--- config.mk ---
export PLATFORM = sky130hd
export DESIGN_NAME = ultimate_ctrl_flat
export DESIGN_NICKNAME = d
export VERILOG_FILES = /design/src/rtl/ultimate_ctrl_if.sv /design/src/rtl/ultimate_ctrl.sv /design/src/flat_wrapper.sv
export SDC_FILE = /design/constraint.sdc
export NUM_CORES = 1
export LEC_CHECK = 0
export CAP_MARGIN = 20
export CORE_MARGIN = 2
export CORE_UTILIZATION = 25
export DETAILED_ROUTE_END_ITERATION = 6
export GPL_ROUTABILITY_DRIVEN = 0
export HOLD_SLACK_MARGIN = 0.15
export REMOVE_ABC_BUFFERS = 1
export SETUP_SLACK_MARGIN = 0.1
export SYNTH_ARGS = -nofsm -noshare
export SYNTH_HDL_FRONTEND = slang
export SYNTH_SLANG_ARGS = --single-unit
--- constraint.sdc ---
create_clock -name frame_clk -period 4.2 [get_ports frame_clk]
set_input_delay 1.26 -clock frame_clk [delete_from_list [all_inputs] [get_ports frame_clk]]
set_output_delay 1.26 -clock frame_clk [all_outputs]
set_load 0.02 [all_outputs]
--- src/rtl/ultimate_ctrl_if.sv ---
// Signal bundle between the ultimate-attack controller and the rest of the game:
// energy/keyboard/player inputs, pixel position, beam outputs and handshakes.
interface ultimate_ctrl_if;
    logic       energy_ready;
    logic       fire_key;
    logic [9:0] player_x;
    logic [9:0] player_y;
    logic       facing;
    logic       interrupt;
    logic [9:0] DrawX;
    logic [9:0] DrawY;
    logic       reset_energy;
    logic       ult_active;
    logic       ult_busy;
    logic [9:0] beam_x;
    logic [9:0] beam_y;
    logic       is_ult;

    modport master (
        output energy_ready, fire_key, player_x, player_y, facing, interrupt, DrawX, DrawY,
        input  reset_energy, ult_active, ult_busy, beam_x, beam_y, is_ult
    );

    modport slave (
        input  energy_ready, fire_key, player_x, player_y, facing, interrupt, DrawX, DrawY,
        output reset_energy, ult_active, ult_busy, beam_x, beam_y, is_ult
    );
endinterface

--- src/rtl/ultimate_ctrl.sv ---
// Player special attack sequencer: wind-up, travelling beam, cooldown, energy reset pulse.
// Define ULT_CANCEL_EN to let a hit during the wind-up abort the attack.
module ultimate_ctrl #(
    parameter logic [9:0] CHARGE_FRAMES = 10'd20,
    parameter logic [9:0] COOL_FRAMES   = 10'd60,
    parameter logic [9:0] SPEED         = 10'd8,
    parameter logic [9:0] BEAM_W        = 10'd32,
    parameter logic [9:0] BEAM_H        = 10'd16,
    parameter logic [9:0] X_MIN         = 10'd0,
    parameter logic [9:0] X_MAX         = 10'd639
) (
    input logic            frame_clk,
    input logic            reset,
    ultimate_ctrl_if.slave bus
);

    typedef enum logic [1:0] {IDLE, CHARGE, ACTIVE, COOLDOWN} state_t;

    // A zero-length wind-up or cooldown still lasts one frame.
    localparam logic [9:0] CHARGE_LAST = (CHARGE_FRAMES == 10'd0) ? 10'd0 : CHARGE_FRAMES - 10'd1;
    localparam logic [9:0] COOL_LAST   = (COOL_FRAMES == 10'd0) ? 10'd0 : COOL_FRAMES - 10'd1;

    state_t     state_q, state_d;
    logic [9:0] cnt_q, cnt_d;
    logic [9:0] beam_x_q, beam_x_d;
    logic [9:0] beam_y_q, beam_y_d;
    logic       dir_q, dir_d;
    logic       fire_key_prev_q, fire_key_prev_d;
    logic       reset_energy_q, reset_energy_d;
    logic       ult_active_q, ult_active_d;
    logic       ult_busy_q, ult_busy_d;

    logic       fire_req;
    logic       hit_right;
    logic       hit_left;

    // Spawn point for a left-facing beam; clamps at the left bound instead of wrapping.
    function automatic logic [9:0] spawn_left(input logic [9:0] px);
        if ({1'b0, px} < ({1'b0, X_MIN} + {1'b0, BEAM_W}))
            return X_MIN;
        else
            return px - BEAM_W;
    endfunction

    assign fire_req  = bus.fire_key & ~fire_key_prev_q;
    assign hit_right = ({1'b0, beam_x_q} + {1'b0, SPEED}) > ({1'b0, X_MAX} - {1'b0, BEAM_W} + 11'd1);
    assign hit_left  = {1'b0, beam_x_q} < ({1'b0, X_MIN} + {1'b0, SPEED});

`ifndef ULT_CANCEL_EN
    logic unused_interrupt;
    assign unused_interrupt = bus.interrupt;
`endif

    always_comb begin
        state_d         = state_q;
        cnt_d           = cnt_q;
        beam_x_d        = beam_x_q;
        beam_y_d        = beam_y_q;
        dir_d           = dir_q;
        fire_key_prev_d = bus.fire_key;
        reset_energy_d  = 1'b0;

        case (state_q)
            IDLE: begin
                if (fire_req && bus.energy_ready) begin
                    state_d        = CHARGE;
                    dir_d          = bus.facing;
                    beam_y_d       = bus.player_y;
                    beam_x_d       = bus.facing ? spawn_left(bus.player_x) : bus.player_x;
                    reset_energy_d = 1'b1;
                    cnt_d          = 10'd0;
                end
            end
            CHARGE: begin
                if (cnt_q >= CHARGE_LAST) begin
                    state_d = ACTIVE;
                    cnt_d   = 10'd0;
                end else begin
                    cnt_d = cnt_q + 10'd1;
                end
`ifdef ULT_CANCEL_EN
                if (bus.interrupt) begin
                    state_d = COOLDOWN;
                    cnt_d   = 10'd0;
                end
`endif
            end
            ACTIVE: begin
                // The frame that sees the edge keeps the beam where it is.
                if (dir_q ? hit_left : hit_right) begin
                    state_d = COOLDOWN;
                    cnt_d   = 10'd0;
                end else begin
                    beam_x_d = dir_q ? (beam_x_q - SPEED) : (beam_x_q + SPEED);
                end
            end
            COOLDOWN: begin
                if (cnt_q >= COOL_LAST) begin
                    state_d = IDLE;
                    cnt_d   = 10'd0;
                end else begin
                    cnt_d = cnt_q + 10'd1;
                end
            end
            default: state_d = IDLE;
        endcase

        ult_active_d = (state_d == ACTIVE);
        ult_busy_d   = (state_d != IDLE);
    end

    always_ff @(posedge frame_clk) begin
        if (reset) begin
            state_q         <= IDLE;
            cnt_q           <= 10'd0;
            beam_x_q        <= 10'd0;
            beam_y_q        <= 10'd0;
            dir_q           <= 1'b0;
            fire_key_prev_q <= 1'b0;
            reset_energy_q  <= 1'b0;
            ult_active_q    <= 1'b0;
            ult_busy_q      <= 1'b0;
        end else begin
            state_q         <= state_d;
            cnt_q           <= cnt_d;
            beam_x_q        <= beam_x_d;
            beam_y_q        <= beam_y_d;
            dir_q           <= dir_d;
            fire_key_prev_q <= fire_key_prev_d;
            reset_energy_q  <= reset_energy_d;
            ult_active_q    <= ult_active_d;
            ult_busy_q      <= ult_busy_d;
        end
    end

    assign bus.reset_energy = reset_energy_q;
    assign bus.ult_active   = ult_active_q;
    assign bus.ult_busy     = ult_busy_q;
    assign bus.beam_x       = beam_x_q;
    assign bus.beam_y       = beam_y_q;

    assign bus.is_ult = (state_q == ACTIVE)
                      && ({1'b0, bus.DrawX} >= {1'b0, beam_x_q})
                      && ({1'b0, bus.DrawX} <= ({1'b0, beam_x_q} + {1'b0, BEAM_W} - 11'd1))
                      && ({1'b0, bus.DrawY} >= {1'b0, beam_y_q})
                      && ({1'b0, bus.DrawY} <= ({1'b0, beam_y_q} + {1'b0, BEAM_H} - 11'd1));

endmodule

--- src/flat_wrapper.sv ---
// flat-port wrapper written by rule: the top's interface ports become plain ports
module ultimate_ctrl_flat 
#(
    parameter logic [9:0] CHARGE_FRAMES = 10'd20,
    parameter logic [9:0] COOL_FRAMES   = 10'd60,
    parameter logic [9:0] SPEED         = 10'd8,
    parameter logic [9:0] BEAM_W        = 10'd32,
    parameter logic [9:0] BEAM_H        = 10'd16,
    parameter logic [9:0] X_MIN         = 10'd0,
    parameter logic [9:0] X_MAX         = 10'd639
)
  (frame_clk, reset, bus_energy_ready, bus_fire_key, bus_player_x, bus_player_y, bus_facing, bus_interrupt, bus_DrawX, bus_DrawY, bus_reset_energy, bus_ult_active, bus_ult_busy, bus_beam_x, bus_beam_y, bus_is_ult);
  ultimate_ctrl_if bus_i ();
  input logic frame_clk;
  input logic reset;
  input wire logic [$bits(bus_i.energy_ready)-1:0] bus_energy_ready;
  input wire logic [$bits(bus_i.fire_key)-1:0] bus_fire_key;
  input wire logic [$bits(bus_i.player_x)-1:0] bus_player_x;
  input wire logic [$bits(bus_i.player_y)-1:0] bus_player_y;
  input wire logic [$bits(bus_i.facing)-1:0] bus_facing;
  input wire logic [$bits(bus_i.interrupt)-1:0] bus_interrupt;
  input wire logic [$bits(bus_i.DrawX)-1:0] bus_DrawX;
  input wire logic [$bits(bus_i.DrawY)-1:0] bus_DrawY;
  output wire logic [$bits(bus_i.reset_energy)-1:0] bus_reset_energy;
  output wire logic [$bits(bus_i.ult_active)-1:0] bus_ult_active;
  output wire logic [$bits(bus_i.ult_busy)-1:0] bus_ult_busy;
  output wire logic [$bits(bus_i.beam_x)-1:0] bus_beam_x;
  output wire logic [$bits(bus_i.beam_y)-1:0] bus_beam_y;
  output wire logic [$bits(bus_i.is_ult)-1:0] bus_is_ult;
  assign bus_i.energy_ready = bus_energy_ready;
  assign bus_i.fire_key = bus_fire_key;
  assign bus_i.player_x = bus_player_x;
  assign bus_i.player_y = bus_player_y;
  assign bus_i.facing = bus_facing;
  assign bus_i.interrupt = bus_interrupt;
  assign bus_i.DrawX = bus_DrawX;
  assign bus_i.DrawY = bus_DrawY;
  assign bus_reset_energy = bus_i.reset_energy;
  assign bus_ult_active = bus_i.ult_active;
  assign bus_ult_busy = bus_i.ult_busy;
  assign bus_beam_x = bus_i.beam_x;
  assign bus_beam_y = bus_i.beam_y;
  assign bus_is_ult = bus_i.is_ult;
  ultimate_ctrl #(.CHARGE_FRAMES(CHARGE_FRAMES), .COOL_FRAMES(COOL_FRAMES), .SPEED(SPEED), .BEAM_W(BEAM_W), .BEAM_H(BEAM_H), .X_MIN(X_MIN), .X_MAX(X_MAX)) u_core (.frame_clk(frame_clk), .reset(reset), .bus(bus_i));
endmodule
======== Word level (Yosys, flattened, before mapping) ========
Cells that the tools add are included.
storage, ports and cells
  word-level logic and storage cells ...... 67
  output and inout bits ................... 24
  input bits .............................. 46
  register bits after elaboration ......... 37
cells by class
  reduce and logical (&&, ||, !) cells .... 12
  bitwise logic cells ..................... 3
  add/sub/neg operators ................... 9
  magnitude comparators ................... 9
  eq/ne operators ......................... 7
  multiplexer cells ....................... 18
operators by type and width
  cell                     count
  $mux W10                 9
  $pmux W10 S4             1
  $le A10 B11 Y1           2
  $sub A11 B1 Y11 const B  2
  $ge A10 B10 Y1           2
  $pmux W10 S2             1
  $add A10 B4 Y11 const B  1
  $add A10 B5 Y11 const B  1
  $add A10 B6 Y11 const B  1
  $gt A11 B10 Y1 const B   1
  $add A10 B1 Y10 const B  1
  $add A10 B4 Y10 const B  1
  $ge A10 B5 Y1 const B    1
  $ge A10 B6 Y1 const B    1
  $lt A10 B4 Y1 const B    1
  $lt A10 B6 Y1 const B    1
  $sub A10 B4 Y10 const B  1
  $sub A10 B6 Y10 const B  1
  $mux W2                  4
  $pmux W2 S4              1
  $eq A2 B2 Y1 const B     3
  $logic_and A1 B1 Y1      5
  $ne A2 B1 Y1 const B     2
  $reduce_and A2 Y1        2
  other kinds (9)          12

======== Depth between registers and ports, before layout ========
  depth in word-level cells ............... 6
  mapped depth ............................ 13
  depth with buffers taken out ............ 12

======== Worst setup path before layout ========
OpenSTA, ideal clock, no wires.
  path kind ............................... input port to output port
  start point ............................. in bus_DrawY[1]
  end point ............................... out bus_is_ult
  data arrival time ....................... 3,032 ps
  stages .................................. 7
  path buffers ............................ 0
  setup slack ............................. -92 ps
  data required time ...................... 2,940 ps
  path through ............................ ha_1 nor2b_1 o21a_1 o21a_1 o21a_1 o31a_1 nor4_1
between the ends
  longest elaborated chain between the ends .. 3
  elaborated cells between the ends (all ways) .. 4
  classes of those cells .................. 2 x order compare; 2 x reduce/logical
ends and longest elaborated chain
  what                     line                  text
  start: declaration       flat_wrapper.sv:23    input wire logic [$bits(bus_i.DrawY)-1:0] bus_DrawY;
  $ge A10 B10 Y1           ultimate_ctrl.sv:145  && ({1'b0, bus.DrawY} >= {1'b0, beam_y_q})
  $logic_and A1 B1 Y1      ultimate_ctrl.sv:145
  $logic_and A1 B1 Y1 (*)  ultimate_ctrl.sv:146  && ({1'b0, bus.DrawY} <= ({1'b0, beam_y_q} + {1'b0, BEAM_H} - 11'd1));
  end: declaration         flat_wrapper.sv:29    output wire logic [$bits(bus_i.is_ult)-1:0] bus_is_ult;
Mark *: on every way between the ends. The rest lies on a longest branch, timed or not.

======== Worst setup path in the final report ========
  start point ............................. in bus_DrawY[6]
  end point ............................... out bus_is_ult
Same word-level chain as after synthesis.

==> qor.csv <==
stage,metric,value,unit
clocking,holdBufCountCts,0,
timing,maxSlewHeadroom,0.4621,
synthesis,postSynthAreaPerCell,8.015,um^2
synthesis,yosysSeqAreaShare,0.2195,
final_layout,multi_input_area,2589,um^2
final_layout,regArea,743.2,um^2
synthesis,synth_top_family_by_area,simple AND/OR/NAND/NOR gates,
drt,final_antenna_net_count,0,
power,total_power,1.122,mW
synthesis,synth_warnings,0,
hold_path,worstHoldStart,u_core.cnt_q[0],
hold_path,hold_class,register to register,
floorplanning,die_w,120.2,um
synthesis,synth_top_area_share,0.2195,
drt,routedWlPerCell,14.71,um
timing,setup_viol,0,
timing,worst_pin_slew,804.9,ps
synthesis,synth_edf_count,0,
worst_setup_path,rr_startpoint,u_core.bus.beam_x[3],
worst_setup_path,cp-start-kind,input port,
synthesis,synth_mux_area_frac,0.002966,
final_layout,layout_common_cells,"nand2_1, clkdlybuf4s50_1, buf_4",
worst_setup_path,path_class,input port to output pin,
placed_design,port_buffers,68,
worst_setup_path,slowest_stage,ha_1,
timing,hold_violations,0,
worst_setup_path,slowest_delay,320,ps
worst_setup_path,critPathRequiredTime,2940,ps
power,total_leakage_power,1.793,nW
synthesis,synth-seq-cells,37,
final_layout,insertedDiodeCount,0,
synthesis,synth-simple-area-share,0.2547,
clocking,root_buffer,clkbuf_16,
worst_setup_path,critical-path-top-delay-family,compound AO/OA/AOI/OAI gates,
synthesis,synth_fa_ha_area_frac,0.1780,
global_routing,grt_antenna_before_repair,0,
timing,slew_viol_final,0,
synthesis,synth_cell_type_count,66,
global_routing,grt_pass1_vias,3357,
global_routing,grt_start_max_net_pins,28,
synthesis,synthXorXnorAreaFrac,0.05191,
drt,vias_per_cell,4.968,
clocking,clk_latency,280,ps
synthesis,syn_inst,421,
drt,first_iter_violations,216,
placed_design,hpwl,8.009,mm
clocking,cts_max_level,2,
final_layout,fin_nets,611,
floorplanning,die_area,14440,um^2
worst_setup_path,worstSetupEndpointType,output pin,
clocking,cts.path.max_buffers,2,
clocking,clk_pin_slew,50,ps
worst_setup_path,arrival,2920,ps
timing,max_freq,239.2,MHz
global_routing,grt_first_pass_wirelength,16.60,mm
final_layout,n_fill_cell,1334,
clocking,cts_made_buffers,5,
synthesis,synth.area.top_cells,"dfxtp_1, ha_1, nand2_1",
floorplanning,io_pins,70,
synthesis,synth_compound_area_frac,0.2232,
floorplanning,core_area,13190,um^2
floorplanning,rows,42,
worst_setup_path,path_max_fanout,2,
synthesis,syn_area,3374,um^2
floorplanning,die_h,120.2,um
drt,wl,10.21,mm
global_routing,gr-total-overflow,0,
worst_setup_path,crit_path_cell_trace,clkdlybuf4s15_1 > ha_1 > nor2b_1 > o21ai_1 > a21oi_1 > o31a_1 > nor4_2 > buf_4,
synthesis,ys.flop_type,dfxtp_1,
drt,num_vias,3448,
final_layout,area_growth,41.60,%
final_layout,drive_above_1_share,0.1776,
final_layout,final_common_cell,nand2_1,
timing,skew,3.937,ps
flow_run,maxCapViolCount,0,
floorplanning,start_util,0.2558,
clocking,cts_tree,yes,
final_layout,utilization,0.3623,
drt,firstDrtPassIters,7,
power,irDropWorstVdd,135.3,uV
synthesis,yosys.area.top_type,dfxtp_1,
timing,fin_crit,4181,ps
timing,setup_tns,0,ps
global_routing,grt_usage,0.1390,
drt,drcViolationCount,0,
timing,rsz0062_at_grt,yes,
synthesis,async_flop_share,0,
run_status,run_status,finished clean,
timing,fin_crit_sh,0.9955,
worst_setup_path,path_buf_inv,2,
power,powerDensity,234.9,nW/um^2
clocking,clock_sinks,37,
worst_setup_path,crit_start,bus_DrawY[6],
power by group:
part	leakage (nW)	total, mW	internal [mW]	switching [mW]
Combinational	1.42	0.386	0.192	0.194
Sequential	0.302	0.381	0.365	0.0160
Clock	0.0706	0.355	0.218	0.138
Total	1.79	1.12	0.775	0.348
state kept, by name, indices dropped and copies added, names as in the netlist:
register                 flops
u_core.state_q               2
u_core.dir_q                 1
u_core.bus.beam_x           10
u_core.bus.beam_y           10
u_core.cnt_q                10
u_core.fire_key_prev_q       1
u_core.bus.reset_energy      1
u_core.bus.ult_active        1
u_core.bus.ult_busy          1
tightest hold or removal path, stage by stage, from the launching register on:
cell and delay (ps):
dfxtp_1 330, nand2_1 60, o21ai_1 50
metal layers:
metal,GRT usage,up-vias,routed length [um]
met5,0,-,0
met3,0.01651,17,567
met1,0.1791,1594,4502
li1,-,1728,-
met4,0.04265,0,160
met2,0.2422,109,4981
final cells by class:
cell class                      instances  area share
Clock buffer                            6     0.02697
Clock inverter                          2    0.002095
Inverter                               26     0.02042
Timing Repair Buffer                  112      0.2071
Sequential cell                        37      0.1555
Tap cell                              176     0.04609
Multi-Input combinational cell        335      0.5418
cells in the mapped netlist, types with 8 or more instances:
cell / instances
nand2b_1: 8
dfxtp_1: 37
nand2_1: 50
inv_1: 26
o21ai_0: 11
nor3_1: 23
nor2_1: 25
clkbuf_1: 9
xnor2_1: 18
nand3_1: 8
nand4_1: 8
a21oi_1: 27
ha_1: 48
metrics by stage:
step           setup WS (ps)  cells  instance area (um^2)  hold slack (ps)
2_1_floorplan         -91.98    398                  3237            449.8
6_report               18.98    694                  4778            494.1
3_3_place_gp          -956.4    683                  4446            465.1
4_1_cts               -31.28    693                  4723            495.6
3_5_place_dp          -981.7    683                  4446            486.4
5_1_grt               -110.5    694                  4778            506.8
final timing paths:
kind	to	slack (ps)	cells after the start
min	u_core.cnt_q[0]	490	2
min reg2reg	u_core.cnt_q[0]	490	2
max	bus_is_ult	20	8
max reg2reg	u_core.cnt_q[3]	1640	8
cells by family after synthesis:
logic type                 Yosys count
AOI/OAI and AO/OA                  104
buffers and inverters               49
DFF                                 37
and+or+nand+nor                    162
xor gates and xnor gates            20
adders and majority gates           48
muxes                                1
repair_timing:
item | in CTS | in global routing
gates resized for setup | 61 | 12
endpoints found under the setup margin | 1 | 1
cloned | 0 | 0
buffers inserted | 2 | 1
pin swaps | 30 | 10
Note: power is estimated with default switching activity, not from simulation.
